[src/rtl/dsp_pkg.sv]
// Shared definitions for the DSP slice multiplier path.
//
// Contents:
//   - operand / product width constants (A_W, B_W, M_W, PP_SPLIT)
//   - MREG pipeline-depth encodings
//   - width helpers for the split partial-product form
//   - smul(): full-width signed product used by the 0/1-stage paths
package dsp_pkg;

    // Operand and product widths of the slice multiplier.
    localparam int A_W      = 18;
    localparam int B_W      = 18;
    localparam int M_W      = 36;

    // Bit position where B is split for the two-stage partial-product form.
    localparam int PP_SPLIT = 9;

    // Pipeline depth encodings for the MREG parameter.
    localparam int MREG_COMB = 0;
    localparam int MREG_ONE  = 1;
    localparam int MREG_TWO  = 2;

    // Low partial product: signed A times zero-extended B[split-1:0].
    // The extra bit holds the zero sign bit of the unsigned low slice.
    function automatic int pl_width(input int split);
        return A_W + split + 1;
    endfunction

    // High partial product: signed A times signed B[B_W-1:split].
    function automatic int ph_width(input int split);
        return A_W + B_W - split;
    endfunction

    // Full two's-complement product, sign-extended to M_W bits.
    // Both operands are widened first so the multiply runs at M_W bits;
    // the true product always fits (worst case 2^34), so nothing is lost.
    function automatic logic [M_W-1:0] smul(input logic [A_W-1:0] a,
                                            input logic [B_W-1:0] b);
        logic signed [M_W-1:0] ae;
        logic signed [M_W-1:0] be;
        ae = M_W'($signed(a));
        be = M_W'($signed(b));
        return ae * be;
    endfunction

endpackage

[src/rtl/mult_pp.sv]
// Split partial-product generator for the two-stage multiplier pipeline.
//
// B is cut at bit SPLIT into an unsigned low slice and a signed high slice:
//   B = sext(B[B_W-1:SPLIT]) * 2^SPLIT + zext(B[SPLIT-1:0])
// so A*B = (PH << SPLIT) + PL with
//   PL = A * zext(B[SPLIT-1:0])   (PL_W bits, signed)
//   PH = A * sext(B[B_W-1:SPLIT]) (PH_W bits, signed)
//
// Purely combinational.
//
// Ports:
//   a_i   in   A_W   signed multiplicand
//   b_i   in   B_W   signed multiplier
//   pl_o  out  PL_W  low partial product
//   ph_o  out  PH_W  high partial product
module mult_pp
    import dsp_pkg::*;
#(
    parameter int SPLIT = PP_SPLIT
) (
    input  logic [A_W-1:0]             a_i,
    input  logic [B_W-1:0]             b_i,
    output logic [pl_width(SPLIT)-1:0] pl_o,
    output logic [ph_width(SPLIT)-1:0] ph_o
);

    localparam int PL_W = pl_width(SPLIT);
    localparam int PH_W = ph_width(SPLIT);
    localparam int BH_W = B_W - SPLIT;

    logic signed [PL_W-1:0] a_lo;
    logic signed [PL_W-1:0] b_lo;
    logic signed [PH_W-1:0] a_hi;
    logic signed [PH_W-1:0] b_hi;
    logic signed [BH_W-1:0] b_hi_slice;

    always_comb begin
        // Low slice is unsigned: zero-extend so its top bit is not
        // mistaken for a sign bit.
        a_lo       = PL_W'($signed(a_i));
        b_lo       = {{(PL_W - SPLIT){1'b0}}, b_i[SPLIT-1:0]};

        // High slice carries the sign of B.
        b_hi_slice = b_i[B_W-1:SPLIT];
        a_hi       = PH_W'($signed(a_i));
        b_hi       = PH_W'(b_hi_slice);

        pl_o       = a_lo * b_lo;
        ph_o       = a_hi * b_hi;
    end

endmodule

[src/rtl/m_reg_stage.sv]
// Multiplier stage following the B1 register stage of the DSP slice.
//
// Forms the signed A1*B1 product and passes it through MREG pipeline
// registers (0, 1 or 2), tracking a valid flag alongside the data.
//   MREG=0 : product is combinational on M_mux, QM tied to zero.
//   MREG=1 : single product register.
//   MREG=2 : partial-product register (PL/PH) then product register;
//            bit-identical to MREG=1, one cycle later.
// CEM gates every register including the valid pipe; RSTM clears all
// registers asynchronously. The valid flag never gates data.
//
// Ports:
//   CLK       in   1    slice clock, rising edge
//   RSTM      in   1    async active-low reset
//   CEM       in   1    clock enable for all stage registers
//   A1        in   18   signed multiplicand
//   B1        in   18   signed multiplier
//   VALID_IN  in   1    qualifies A1/B1 this cycle
//   QM        out  36   final product register (0 when MREG=0)
//   M_mux     out  36   selected product
//   VALID_OUT out  1    qualifies M_mux
module m_reg_stage
    import dsp_pkg::*;
#(
    parameter int MREG  = MREG_ONE,
    parameter int SPLIT = PP_SPLIT
) (
    input  logic           CLK,
    input  logic           RSTM,
    input  logic           CEM,
    input  logic [A_W-1:0] A1,
    input  logic [B_W-1:0] B1,
    input  logic           VALID_IN,
    output logic [M_W-1:0] QM,
    output logic [M_W-1:0] M_mux,
    output logic           VALID_OUT
);

    // vld_pipe[0] is the incoming flag; [MREG:1] are registered stages.
    logic [MREG:0] vld_pipe;

    assign vld_pipe[0] = VALID_IN;
    assign VALID_OUT   = vld_pipe[MREG];

    generate
        if (MREG == MREG_COMB) begin : g_comb
            // No storage at all: clock, reset and enable are unused here.
            logic unused_ctrl;
            assign unused_ctrl = &{1'b0, CLK, RSTM, CEM};

            assign M_mux = smul(A1, B1);
            assign QM    = '0;

        end else if (MREG == MREG_ONE) begin : g_one
            logic [M_W-1:0] qm_d;
            logic [M_W-1:0] qm_q;
            logic           vld_q;

            assign qm_d = smul(A1, B1);

            always_ff @(posedge CLK or negedge RSTM) begin
                if (!RSTM) begin
                    qm_q  <= '0;
                    vld_q <= 1'b0;
                end else if (CEM) begin
                    qm_q  <= qm_d;
                    vld_q <= vld_pipe[0];
                end
            end

            assign vld_pipe[1] = vld_q;
            assign QM          = qm_q;
            assign M_mux       = qm_q;

        end else begin : g_two
            localparam int PL_W = pl_width(SPLIT);
            localparam int PH_W = ph_width(SPLIT);

            logic [PL_W-1:0] pl_d;
            logic [PL_W-1:0] pl_q;
            logic [PH_W-1:0] ph_d;
            logic [PH_W-1:0] ph_q;
            logic [M_W-1:0]  ph_ext;
            logic [M_W-1:0]  pl_ext;
            logic [M_W-1:0]  qm_d;
            logic [M_W-1:0]  qm_q;
            logic [2:1]      vld_q;

            mult_pp #(
                .SPLIT (SPLIT)
            ) u_pp (
                .a_i  (A1),
                .b_i  (B1),
                .pl_o (pl_d),
                .ph_o (ph_d)
            );

            // Recombine registered partials. Both are signed, so each is
            // sign-extended before the weighted add; the sum wraps at M_W
            // bits, which is exact because the true product fits.
            always_comb begin
                ph_ext = {{(M_W - PH_W){ph_q[PH_W-1]}}, ph_q};
                pl_ext = {{(M_W - PL_W){pl_q[PL_W-1]}}, pl_q};
                qm_d   = (ph_ext << SPLIT) + pl_ext;
            end

            always_ff @(posedge CLK or negedge RSTM) begin
                if (!RSTM) begin
                    pl_q  <= '0;
                    ph_q  <= '0;
                    qm_q  <= '0;
                    vld_q <= '0;
                end else if (CEM) begin
                    pl_q  <= pl_d;
                    ph_q  <= ph_d;
                    qm_q  <= qm_d;
                    vld_q <= vld_pipe[1:0];
                end
            end

            assign vld_pipe[2:1] = vld_q;
            assign QM            = qm_q;
            assign M_mux         = qm_q;
        end
    endgenerate

endmodule
[config.mk]
export PLATFORM = sky130hd
export DESIGN_NAME = m_reg_stage
export DESIGN_NICKNAME = d
export VERILOG_FILES = /design/src/rtl/dsp_pkg.sv /design/src/rtl/mult_pp.sv /design/src/rtl/m_reg_stage.sv
export SDC_FILE = /design/constraint.sdc
export NUM_CORES = 1
export LEC_CHECK = 0
export ABC_AREA = 1
export CAP_MARGIN = 20
export CORE_MARGIN = 2
export CORE_UTILIZATION = 64
export CTS_CLUSTER_DIAMETER = 30
export DETAILED_ROUTE_END_ITERATION = 10
export HOLD_SLACK_MARGIN = 0.05
export PLACE_DENSITY_LB_ADDON = 0.12
export SLEW_MARGIN = 25
export SYNTH_ARGS = -nofsm -noshare
export SYNTH_HDL_FRONTEND = slang
export SYNTH_SLANG_ARGS = --single-unit
[constraint.sdc]
create_clock -name CLK -period 1.4 [get_ports CLK]
set_input_delay 0.14 -clock CLK [delete_from_list [all_inputs] [get_ports CLK]]
set_output_delay 0.14 -clock CLK [all_outputs]
set_load 0.005 [all_outputs]
==> flow_summary.ini, run 1 <==
[status]
error = [ERROR GRT-0232] Routing congestion too high. Check the congestion heatmap in the GUI.
failing_step = global routing (5_1_grt)
status = aborted with a tool error

[synthesis]
synth_area_sq_um = 14770
synth_cell_types = 33
yosysMostFrequentCell = inv_1
synth-edff-count = 0
synth_common_cells = 591 x inv_1, 552 x nand2_1, 329 x fa_1
synth_seq_area_share_pct = 6.270
async_flop_share_pct = 100.0
avgSynthCellArea_sq_um = 7.593
synth-seq-cells = 37
yosys_warnings = 0
yosysTopAreaCell = fa_1
yosysTopAreaCellShare_pct = 44.60
yosys_most_used_dff = dfrtp_1
syn_nets = 2407
synthCells = 1945
ys_top_cells_by_area = fa_1 45%, inv_1 15%, nand2_1 14%

[placement]
io_buffers = 112
place_congestion = 0.9384
hpwl_microns = 33670

[clocking]
h-tree-depth = 2
cts_root_buffer = clkbuf_16
cts_buffers = 5
clk_path_buf_depth = 2
clkSinkCount = 37

[sta]
endpoint_type = sequential cell input
grt-worst-endpoint = M_mux[26]$_DFFE_PN0P_/D

[global_routing]
grt_max_degree = 38
gr-usage-all-layers_pct = 79.85
grt_overflow = 16

[die]
fp.dieW_microns = 155.9
rows = 55
start_util_pct = 65.23
die_y_microns = 155.9
boundaryPins = 113
==> layer usage <==
metal | GRT overflow | track usage, %
met1 | 0 | 76.78
met2 | 8 | 93.72
met3 | 0 | 71.94
met4 | 8 | 78.55
met5 | 0 | 42.44
==> metrics by stage <==
stage               setup WS [ns]  area [sq um]  std cells  hold WS (ns)
floorplan                  -3.442         16080       1945       -0.1556
global placement           -4.371         17960       2411        0.2121
detailed placement         -4.444         17960       2411        0.2174
CTS                        -3.540         20400       2522        0.3866
==> logic make-up after synthesis <==
group                      share of synthesized area [%]
and+or+nand+nor                                    19.24
buffers and inverters                              19.01
DFF                                                6.270
AOI/OAI and AO/OA                                  2.169
xor gates and xnor gates                          0.8303
adders and majority gates                          52.48
==> timing repair <==
item	4_1_cts
resized for setup	535
pin swaps	249
hold endpoints to repair	37
buffers inserted	89
gates cloned	16
hold buffers	1
endpoints found under the setup margin	37
==> inputs of run 2 (changes only) <==
--- a/config.mk
+++ b/config.mk
@@ -8,11 +8,9 @@
 export ABC_AREA = 1
 export CAP_MARGIN = 20
 export CORE_MARGIN = 2
-export CORE_UTILIZATION = 64
-export CTS_CLUSTER_DIAMETER = 30
+export CORE_UTILIZATION = 40
 export DETAILED_ROUTE_END_ITERATION = 10
-export HOLD_SLACK_MARGIN = 0.05
-export PLACE_DENSITY_LB_ADDON = 0.12
+export PLACE_DENSITY_LB_ADDON = 0.15
 export SLEW_MARGIN = 25
 export SYNTH_ARGS = -nofsm -noshare
 export SYNTH_HDL_FRONTEND = slang
==> run 2 against run 1 <==
The flow now finishes, with violations (setup timing). Synthesized cell count unchanged. Synthesized area unchanged.
==> flow_summary.ini, run 2 <==
[status]
status = finished with violations
failed_checks = setup timing

[sta]
worst_pin_slew_ns = 0.4953
rsz0062_at_grt = true
clock-skew-final_ns = 0
drv_slew = 0
setup_viol = 34
fin_crit_sh_pct = 354.4
hold_ws_ns = 0.4010
fmax_mhz = 201.6
hold_viol = 0
fin_ws_ns = -3.561
max-slew-margin-rel_pct = 66.98
timing.final.crit_period_ns = 4.961

[synthesis]
yosys_warnings = 0
synth_area_sq_um = 14770
syn_nets = 2407
synth_common_cells = 591 x inv_1, 552 x nand2_1, 329 x fa_1
ys_top_cells_by_area = fa_1 45%, inv_1 15%, nand2_1 14%
synth-edff-count = 0
synth_xor_xnor_area_share_pct = 0.8303
yosysMostFrequentCell = inv_1
synthCells = 1945
synth-seq-cells = 37
synth_seq_area_share_pct = 6.270
synth_top_family_by_area = adder cells
yosys_most_used_dff = dfrtp_1
avgSynthCellArea_sq_um = 7.593
yosysTopAreaCell = fa_1
synth_compound_area_share_pct = 2.169
async_flop_share_pct = 100.0
yosysTopAreaCellShare_pct = 44.60
synth_cell_types = 33
synthAdderAreaFrac_pct = 52.48
synth_simple_gate_area_share_pct = 19.24
muxShareOfSynthArea_pct = 0

[die]
rows = 70
die_y_microns = 196.1
core-area_sq_um = 36520
boundaryPins = 113
fp.dieW_microns = 196.1
start_util_pct = 40.44
design.die.area_sq_um = 38470

[critical_path]
reg2reg_to = M_mux[29]$_DFFE_PN0P_
cpPeakStageDelay_ns = 0.56
path_class = primary input to flip-flop
crit_slowest_cell = fa_2
reg2reg_setup_slack_ns = 0.70
path_depth = 26
cpLargestDelayFamily = adder cells
cp_max_fo = 4
cp_common_cell = fa_1
crit-reg2reg-launch = M_mux[29]$_DFFE_PN0P_
reg2regPathDepth = 2
startpoint_type = primary input
cp.required_ns = 1.58
worst_ep_arrival_time_ns = 5.14
cp_num_buf_inv = 10
cp-end-kind = flip-flop

[clocking]
clkSinkCount = 37
cts_buffers = 5
clk_path_buf_depth = 2
worstSkewPairLatency_ns = 0.28
path_clk_slew_ns = 0.06
cts_tree = yes
cts_root_buffer = clkbuf_16
h-tree-depth = 2

[detailed_routing]
num_vias = 12670
dr.pass1.iters = 6
drc = 0
vias_per_cell = 4.704
wl_per_cell_microns = 16.62
drt-total-wl_microns = 44780
first_iter_violations = 540
drt.antenna.violating_nets = 0

[placement]
place_area_sq_um = 18220
place_inst = 2581
io_buffers = 112
hpwl_microns = 34250
place_congestion = 0.8728
pre_cts_slack_ns = -4.415

[cells_and_area]
num_antenna_cells = 0
area_growth_pct = 45.83
nNetsFinal = 2687
post-route-cell-area_sq_um = 21540
layout-drive-gt1-share_pct = 35.58
final_cell_count_no_fill = 2694
layout.cells.most_common = inv_1
mostFrequentLayoutCells = 476 x inv_1, 420 x nand2_1, 289 x fa_1
largest_reg_flops = 36

[global_routing]
grt_overflow = 0
grt-busiest-layer = met2
grt_max_degree = 50
use_met1_pct = 30.64
grt_pass1_wl_microns = 72460
met2_usage_pct = 44.33
met3_usage_pct = 3.438
grt_pass1_vias = 13890
gr-usage-all-layers_pct = 24.37
antenna_found_initial = 1

[flow_run]
drv_cap = 0

[min_path]
hold_class = primary input to flip-flop
hp-start = VALID_IN
whs_endpoint = VALID_OUT$_DFFE_PN0P_
worstHoldPathCells = 3
==> run 2: kinds of logic (layout without fill, tap and decap cells) <==
| family | after synthesis | in the layout |
|---|---|---|
| xor+xnor | 14 | 14 |
| compound gates | 57 | 57 |
| buf+inv | 711 | 992 |
| flops | 37 | 37 |
| simple gates | 704 | 704 |
| fa+ha+maj | 422 | 422 |
==> run 2: through the flow <==
step | TNS (ns) | utilization [%]
2_1_floorplan | -97.91 | -
3_3_place_gp | -130.09 | 49.88
3_5_place_dp | -130.10 | 49.88
4_1_cts | -102.04 | 55.85
5_1_grt | -107.10 | 58.97
6_report | -102.13 | 58.97
==> run 2: worst max path at each step <==
stage               startpoint                     to  slack [ns]
finish                   A1[7]  M_mux[26]$_DFFE_PN0P_       -3.56
global route            A1[17]  M_mux[34]$_DFFE_PN0P_       -3.70
CTS                      A1[7]  M_mux[34]$_DFFE_PN0P_       -3.55
detailed placement       B1[6]  M_mux[35]$_DFFE_PN0P_       -4.41
global placement         B1[6]  M_mux[35]$_DFFE_PN0P_       -4.43
floorplan               A1[17]  M_mux[35]$_DFFE_PN0P_       -3.44
==> run 2: layout make-up <==
class | instances | area (sq um)
fillers | 3217 | 14990
repair buffers | 388 | 4413
well taps | 468 | 585.6
clock buffers | 6 | 138.9
multi-input cells | 1197 | 13150
inverters | 596 | 2278
clock inverters | 2 | 37.54
flip-flops and latches | 37 | 928.4
==> run 2: timing repair <==
item / CTS / global route
gates cloned: 18 / 1
setup buffers: 56 / 39
pin swaps: 231 / 218
setup endpoints to repair: 39 / 39
hold endpoints to repair: 37 / 0
hold buffers: 1 / 0
gates resized for setup: 488 / 263
==> run 2: worst min-delay path, delay by kind of cell <==
kind,cells,cell delay [ns]
buffers and inverters,1,0.40
AND/OR/NAND/NOR,2,0.10
==> run 2: routing by layer <==
layer  part of all wire, %  vias up
li1                      -     5945
met1                    40     6397
met2                    52      251
met3                   4.7       79
met4                   2.8        0
met5                     0        -
Power of run 2 is not shown: default switching activity piles up to over one toggle a cycle in this logic, so the estimate is an artifact.
